--- config.mk ---
export PLATFORM = sky130hd
export DESIGN_NAME = scan_display
export DESIGN_NICKNAME = d
export VERILOG_FILES = /design/src/rtl/scan_display.sv
export SDC_FILE = /design/constraint.sdc
export NUM_CORES = 1
export LEC_CHECK = 0
export BUFFER_PORTS_ARGS = -buffer_cell sky130_fd_sc_hd__buf_4
export CORE_ASPECT_RATIO = 0.7
export CORE_UTILIZATION = 25
export CTS_CLUSTER_SIZE = 25
export DETAILED_ROUTE_END_ITERATION = 16
export MAX_ROUTING_LAYER = met4
export PLACE_DENSITY = 0.5
export SLEW_MARGIN = 40
export SYNTH_ARGS = -nofsm -noshare
export SYNTH_HDL_FRONTEND = slang
export SYNTH_SLANG_ARGS = --single-unit
--- constraint.sdc ---
create_clock -name CP_1KHz -period 5.5 [get_ports CP_1KHz]
set_input_delay 0.275 -clock CP_1KHz [delete_from_list [all_inputs] [get_ports CP_1KHz]]
set_output_delay 0.275 -clock CP_1KHz [all_outputs]
set_load 0.02 [all_outputs]
--- src/rtl/scan_display.sv ---
// Time-multiplexed 7-segment display driver: scans DIGITS digits, snapshots the
// input data once per frame and blinks the digits under adjustment.
module scan_display #(
    parameter int DIGITS         = 8,
    parameter int SCAN_DIV       = 1,
    parameter int BLINK_DIV      = 250,
    parameter int SEG_ACTIVE_LOW = 1,
    parameter int SEL_ACTIVE_LOW = 1
) (
    input  logic                  CP_1KHz,
    input  logic                  _CR,
    input  logic [4*DIGITS-1:0]   display_time,
    input  logic [DIGITS-1:0]     index,
    input  logic                  adjust,
    input  logic [DIGITS-1:0]     dp_mask,
    output logic [DIGITS-1:0]     select_light,
    output logic [7:0]            display_char,
    output logic                  frame_start
);

    localparam int PW = (SCAN_DIV > 1) ? $clog2(SCAN_DIV) : 1;
    localparam int SW = $clog2(DIGITS);
    localparam int BW = $clog2(BLINK_DIV);

    localparam logic [PW-1:0]     PRE_MAX   = PW'(SCAN_DIV - 1);
    localparam logic [SW-1:0]     SCAN_MAX  = SW'(DIGITS - 1);
    localparam logic [BW-1:0]     BLINK_MAX = BW'(BLINK_DIV - 1);
    localparam logic [7:0]        SEG_OFF   = (SEG_ACTIVE_LOW != 0) ? 8'hFF : 8'h00;
    localparam logic [DIGITS-1:0] SEL_OFF   = (SEL_ACTIVE_LOW != 0) ? {DIGITS{1'b1}} : {DIGITS{1'b0}};

    function automatic logic [6:0] seg7(input logic [3:0] nib);
        case (nib)
            4'h0: seg7 = 7'h3F;
            4'h1: seg7 = 7'h06;
            4'h2: seg7 = 7'h5B;
            4'h3: seg7 = 7'h4F;
            4'h4: seg7 = 7'h66;
            4'h5: seg7 = 7'h6D;
            4'h6: seg7 = 7'h7D;
            4'h7: seg7 = 7'h07;
            4'h8: seg7 = 7'h7F;
            4'h9: seg7 = 7'h6F;
            4'hA: seg7 = 7'h77;
            4'hB: seg7 = 7'h7C;
            4'hC: seg7 = 7'h39;
            4'hD: seg7 = 7'h5E;
            4'hE: seg7 = 7'h79;
            default: seg7 = 7'h71;
        endcase
    endfunction

    logic [PW-1:0]       prescaler;
    logic [SW-1:0]       scan_idx;
    logic [BW-1:0]       blink_cnt;
    logic                blink_phase;
    logic [4*DIGITS-1:0] time_sh;
    logic [DIGITS-1:0]   index_sh;
    logic                adjust_sh;
    logic [DIGITS-1:0]   dp_sh;

    logic                fs_p0;
    logic [4*DIGITS-1:0] time_p0;
    logic [DIGITS-1:0]   index_p0;
    logic                adjust_p0;
    logic [DIGITS-1:0]   dp_p0;
    logic [3:0]          nib_p0;
    logic                blank_p0;
    logic [7:0]          seg_p0;
    logic [DIGITS-1:0]   sel_p0;

    // Stage p0: decode the current slot; frame-start slots bypass the shadows
    always_comb begin
        fs_p0     = (scan_idx == '0) && (prescaler == '0);
        time_p0   = fs_p0 ? display_time : time_sh;
        index_p0  = fs_p0 ? index        : index_sh;
        adjust_p0 = fs_p0 ? adjust       : adjust_sh;
        dp_p0     = fs_p0 ? dp_mask      : dp_sh;
        nib_p0    = time_p0[{scan_idx, 2'b00} +: 4];
        blank_p0  = adjust_p0 & index_p0[scan_idx] & blink_phase;
        seg_p0    = blank_p0 ? 8'h00 : {dp_p0[scan_idx], seg7(nib_p0)};
        sel_p0    = '0;
        sel_p0[scan_idx] = 1'b1;
    end

    always_ff @(posedge CP_1KHz or posedge _CR) begin
        if (_CR) begin
            prescaler   <= '0;
            scan_idx    <= '0;
            blink_cnt   <= '0;
            blink_phase <= 1'b0;
            time_sh     <= '0;
            index_sh    <= '0;
            adjust_sh   <= 1'b0;
            dp_sh       <= '0;
        end else begin
            if (prescaler == PRE_MAX) begin
                prescaler <= '0;
                scan_idx  <= (scan_idx == SCAN_MAX) ? '0 : scan_idx + 1'b1;
            end else begin
                prescaler <= prescaler + 1'b1;
            end
            if (blink_cnt == BLINK_MAX) begin
                blink_cnt   <= '0;
                blink_phase <= ~blink_phase;
            end else begin
                blink_cnt <= blink_cnt + 1'b1;
            end
            if (fs_p0) begin
                time_sh   <= display_time;
                index_sh  <= index;
                adjust_sh <= adjust;
                dp_sh     <= dp_mask;
            end
        end
    end

    // Stage p1: output registers, polarity applied here only
    always_ff @(posedge CP_1KHz or posedge _CR) begin
        if (_CR) begin
            select_light <= SEL_OFF;
            display_char <= SEG_OFF;
            frame_start  <= 1'b0;
        end else begin
            select_light <= sel_p0 ^ SEL_OFF;
            display_char <= seg_p0 ^ SEG_OFF;
            frame_start  <= fs_p0;
        end
    end

endmodule

==> flow_summary_export.csv <==
group,metric,value,unit
pwr,ir_drop,0.165,mV
timing,max_freq,254,MHz
timing,worstMarginPinSlew,0.757,ns
worst_setup_path,cp-start-kind,"register",
timing,min_period_over_period,0.715,
run,drv_cap,0,
synthesis,ys_seq_elements,78,
pwr,leakagePower,2.18,nW
route,firstDrtPassIters,4,
clock_network,cts_tree,"done",
placement,post-place-ws,1.59,ns
pwr,power_switching,0.294,mW
worst_hold_path,hold_path.class,"input pin to async pin",
pwr,swShare,0.216,
route,first_iter_violations,137,
timing,hold_viol_final,0,
worst_setup_path,worstPathRequired,5.75,ns
worst_setup_path,crit_type,"register to register",
timing,max_slew_margin,0.494,
synthesis,syn_nets,447,
finish,nNetsFinal,507,
worst_setup_path,rrSetupSlack,1.57,ns
finish,area.growth.synth_to_final,27.3,%
route,dr_total_vias,2774,
worst_setup_path,r2r_start,"scan_idx[0]$_DFF_PP0_",
worst_setup_path,r2r_end,"display_char[3]$_DFF_PP1_",
floorplan,io_pins,68,
timing,setup_viol,0,
timing,timing.final.crit_period,3.93,ns
route,wl_met1,5060,microns
clock_network,cts_root_buffer,"clkbuf_16",
placement,gp_congestion,0.810,
pwr,p_clk_frac,0.471,
clock_network,cts.sinks,78,
global_route,grt_pass1_vias,2858,
route,wire_per_inst,15.0,microns
floorplan,die_area,15300,sq um
route,ant_nets,0,
placement,portBuffers,67,
pwr,seq_power_share,0.451,
pwr,power.density,289,nW/um^2
synthesis,seq_area_frac_synth,0.535,
worst_setup_path,critPathArrivalTime,4.18,ns
pwr,combinationalPowerShare,0.078,
clock_network,htree_num_levels,3,
timing,setup_slack,1.57,ns
timing,fin_skew,0.00713,ns
route,routed_wl,9570,microns
global_route,grtUsageTotal,0.137,
global_route,antenna_found_initial,0,
floorplan,die_x,147,microns
floorplan,num_rows,36,
synthesis,netlist_area,3690,sq um
worst_setup_path,path_max_fanout,20,
placement,placed_cells,624,
synthesis,synth.distinct_cells,41,
finish,drive_above_1_share,0.267,
finish,multiInputGateArea,1590,sq um
global_route,overflow,0,
pwr,power.total,1.36,mW
route,highest_layer,"met4",
route,wl_met3,395,microns
finish,num_antenna_cells,0,
synthesis,syn_inst,385,
clock_network,clock_latency,0.34,ns
floorplan,start_util,0.261,
synthesis,syn-mean-instance-area,9.58,sq um
timing,setup_tns,0,ns
finish,n_fill_cell,1515,
outcome,status,"completed",
clock_network,cts_setup_buffers,0,
timing,report.final.slew_viol_count,0,
finish,seqCellArea,1970,sq um
route,via_per_inst,4.33,
synthesis,yosysWarnings,0,
worst_setup_path,endpoint_kind,"register",
clock_network,ctsLongestPathBuffers,2,
route,drc,0,
pwr,power.internal,1.06,mW
clock_network,cts_buffers,9,
finish,post-route-util,0.332,
clock_network,cts_resized,0,
global_route,grt_max_degree,79,
global_route,grt_pass1_wl,15500,microns
route,route.met2.wl,4020,microns
clock_network,hold_buffers,0,
placement,post-dp-hpwl,6630,microns
clock_network,clkTransAtPathRegs,0.06,ns
worst_setup_path,r2r_cells,13,
floorplan,die_h,104,microns
timing,rsz0062_at_grt,"no",
finish,finalNonFillerCells,640,
floorplan,design.core.area,14100,sq um
-- flip-flops by register name, indices dropped and copies added (netlist names) --
name / flops
adjust_sh: 1
index_sh: 8
select_light: 8
display_char: 8
blink_phase: 1
blink_cnt: 8
dp_sh: 8
time_sh: 32
scan_idx: 3
frame_start: 1
-- Yosys cell counts (all sizes together) --
library cell | instances | area [sq um]
xnor2 | 2 | 17.5
a2111oi | 1 | 27.5
mux2 | 11 | 128
and3 | 2 | 12.5
or3b | 1 | 8.76
a21oi | 5 | 25.0
nor2b | 3 | 18.8
a2111o | 1 | 11.3
nand3b | 1 | 7.51
a31o | 1 | 8.76
o211ai | 1 | 7.51
dfstp | 16 | 420
clkbuf | 8 | 30.0
o311ai | 1 | 8.76
nand2 | 147 | 552
dfrtp | 62 | 1550
o221ai | 5 | 43.8
or2 | 1 | 6.26
o2bb2ai | 2 | 17.5
nand2b | 5 | 31.3
o22ai | 8 | 50.1
or2b | 1 | 8.76
ha | 11 | 138
mux4 | 2 | 45.0
nand3 | 8 | 40.0
o2111ai | 3 | 26.3
o211a | 1 | 10.0
mux2i | 15 | 150
buf | 14 | 65.1
or3 | 3 | 18.8
inv | 11 | 41.3
a31oi | 1 | 6.26
a211oi | 2 | 15.0
nor3 | 3 | 15.0
xor2 | 4 | 35.0
o21ai | 6 | 30.0
nor2 | 16 | 60.1
-- cell usage in the layout (no fill, tap or decap), types with 2 or more instances in the layout --
| cell type | netlist | final |
|---|---|---|
| nand2b_1 | 5 | 5 |
| o221ai_1 | 5 | 5 |
| or3_1 | 3 | 3 |
| buf_4 | 1 | 70 |
| clkbuf_1 | 8 | 3 |
| o22ai_1 | 8 | 8 |
| dfstp_2 | 16 | 16 |
| nand2_1 | 147 | 147 |
| ha_1 | 11 | 11 |
| dfrtp_1 | 62 | 62 |
| xnor2_1 | 2 | 2 |
| clkbuf_16 | 0 | 9 |
| a21oi_1 | 5 | 5 |
| nand3_1 | 8 | 8 |
| nor2_1 | 16 | 16 |
| o2111ai_1 | 3 | 3 |
| nor3_1 | 3 | 2 |
| o21ai_0 | 6 | 6 |
| nor2b_1 | 3 | 3 |
| mux4_2 | 2 | 2 |
| o2bb2ai_1 | 2 | 2 |
| mux2i_1 | 15 | 15 |
| xor2_1 | 4 | 4 |
| inv_1 | 10 | 9 |
| mux2_2 | 10 | 10 |
| inv_2 | 1 | 2 |
| and3_1 | 2 | 2 |
| bufinv_16 | 0 | 2 |
-- routing by layer --
layer,up-vias,global-route usage
met5,-,-
met3,8,0.0405
li1,1385,-
met1,1332,0.193
met2,49,0.188
met4,0,0.0376
-- logic make-up after synthesis --
family	Yosys count	share of synthesized area
muxes	28	0.0875
buffers and inverters	33	0.0370
adders and majority gates	11	0.0373
xor gates and xnor gates	6	0.0142
AOI/OAI and AO/OA	38	0.0780
DFF	78	0.535
and+or+nand+nor	191	0.211
-- power by group through the flow --
stage / sequential [mW] / clock (mW) / combinational, mW
after global placement: 0.624 / 0 / 0.105
final: 0.613 / 0.640 / 0.106
after CTS: 0.613 / 0.656 / 0.108
after global routing: 0.615 / 0.678 / 0.118
after floorplan: 0.625 / 0 / 0.0480
after detailed placement: 0.623 / 0 / 0.107
-- final cells by class --
type	count	area share
clock buffer	13	0.0533
tap	190	0.0506
timing repair buffer	71	0.114
multi-input combinational	274	0.339
inverter	11	0.00879
sequential	78	0.420
clock inverter	3	0.0147
-- critical path: stages, from the launching register on --
cell and delay [ns]:
dfrtp_1 0.63, inv_1 0.31, ha_1 0.18, buf_4 0.28, or2b_2 0.35, inv_2 0.08, mux2_4 0.31, a31o_1 0.25
a2111oi_4 0.55, inv_1 0.16, ha_1 0.26, nor2b_1 0.15, a211oi_1 0.21, o21ai_0 0.11
-- worst max path at each step --
| stage | start | endpoint | slack [ns] | cells after the start |
|---|---|---|---|---|
| floorplan | scan_idx[0]$_DFF_PP0_ | display_char[3]$_DFF_PP1_ | 2.49 | 13 |
| global placement | scan_idx[1]$_DFF_PP0_ | display_char[3]$_DFF_PP1_ | 1.77 | 13 |
| detailed placement | scan_idx[0]$_DFF_PP0_ | display_char[3]$_DFF_PP1_ | 1.59 | 13 |
| CTS | scan_idx[0]$_DFF_PP0_ | display_char[3]$_DFF_PP1_ | 1.56 | 13 |
| global route | scan_idx[1]$_DFF_PP0_ | display_char[3]$_DFF_PP1_ | 1.26 | 13 |
| finish | scan_idx[0]$_DFF_PP0_ | display_char[3]$_DFF_PP1_ | 1.57 | 13 |
-- per-stage QoR --
stage / area (sq um) / hold WS (ns)
6_report: 4700 / 0.118
5_1_grt: 4700 / 0.123
4_1_cts: 4700 / 0.116
3_5_place_dp: 4380 / 0.458
3_3_place_gp: 4360 / 0.454
2_1_floorplan: 3690 / 0.380
Note: power is estimated with default switching activity, not from simulation.
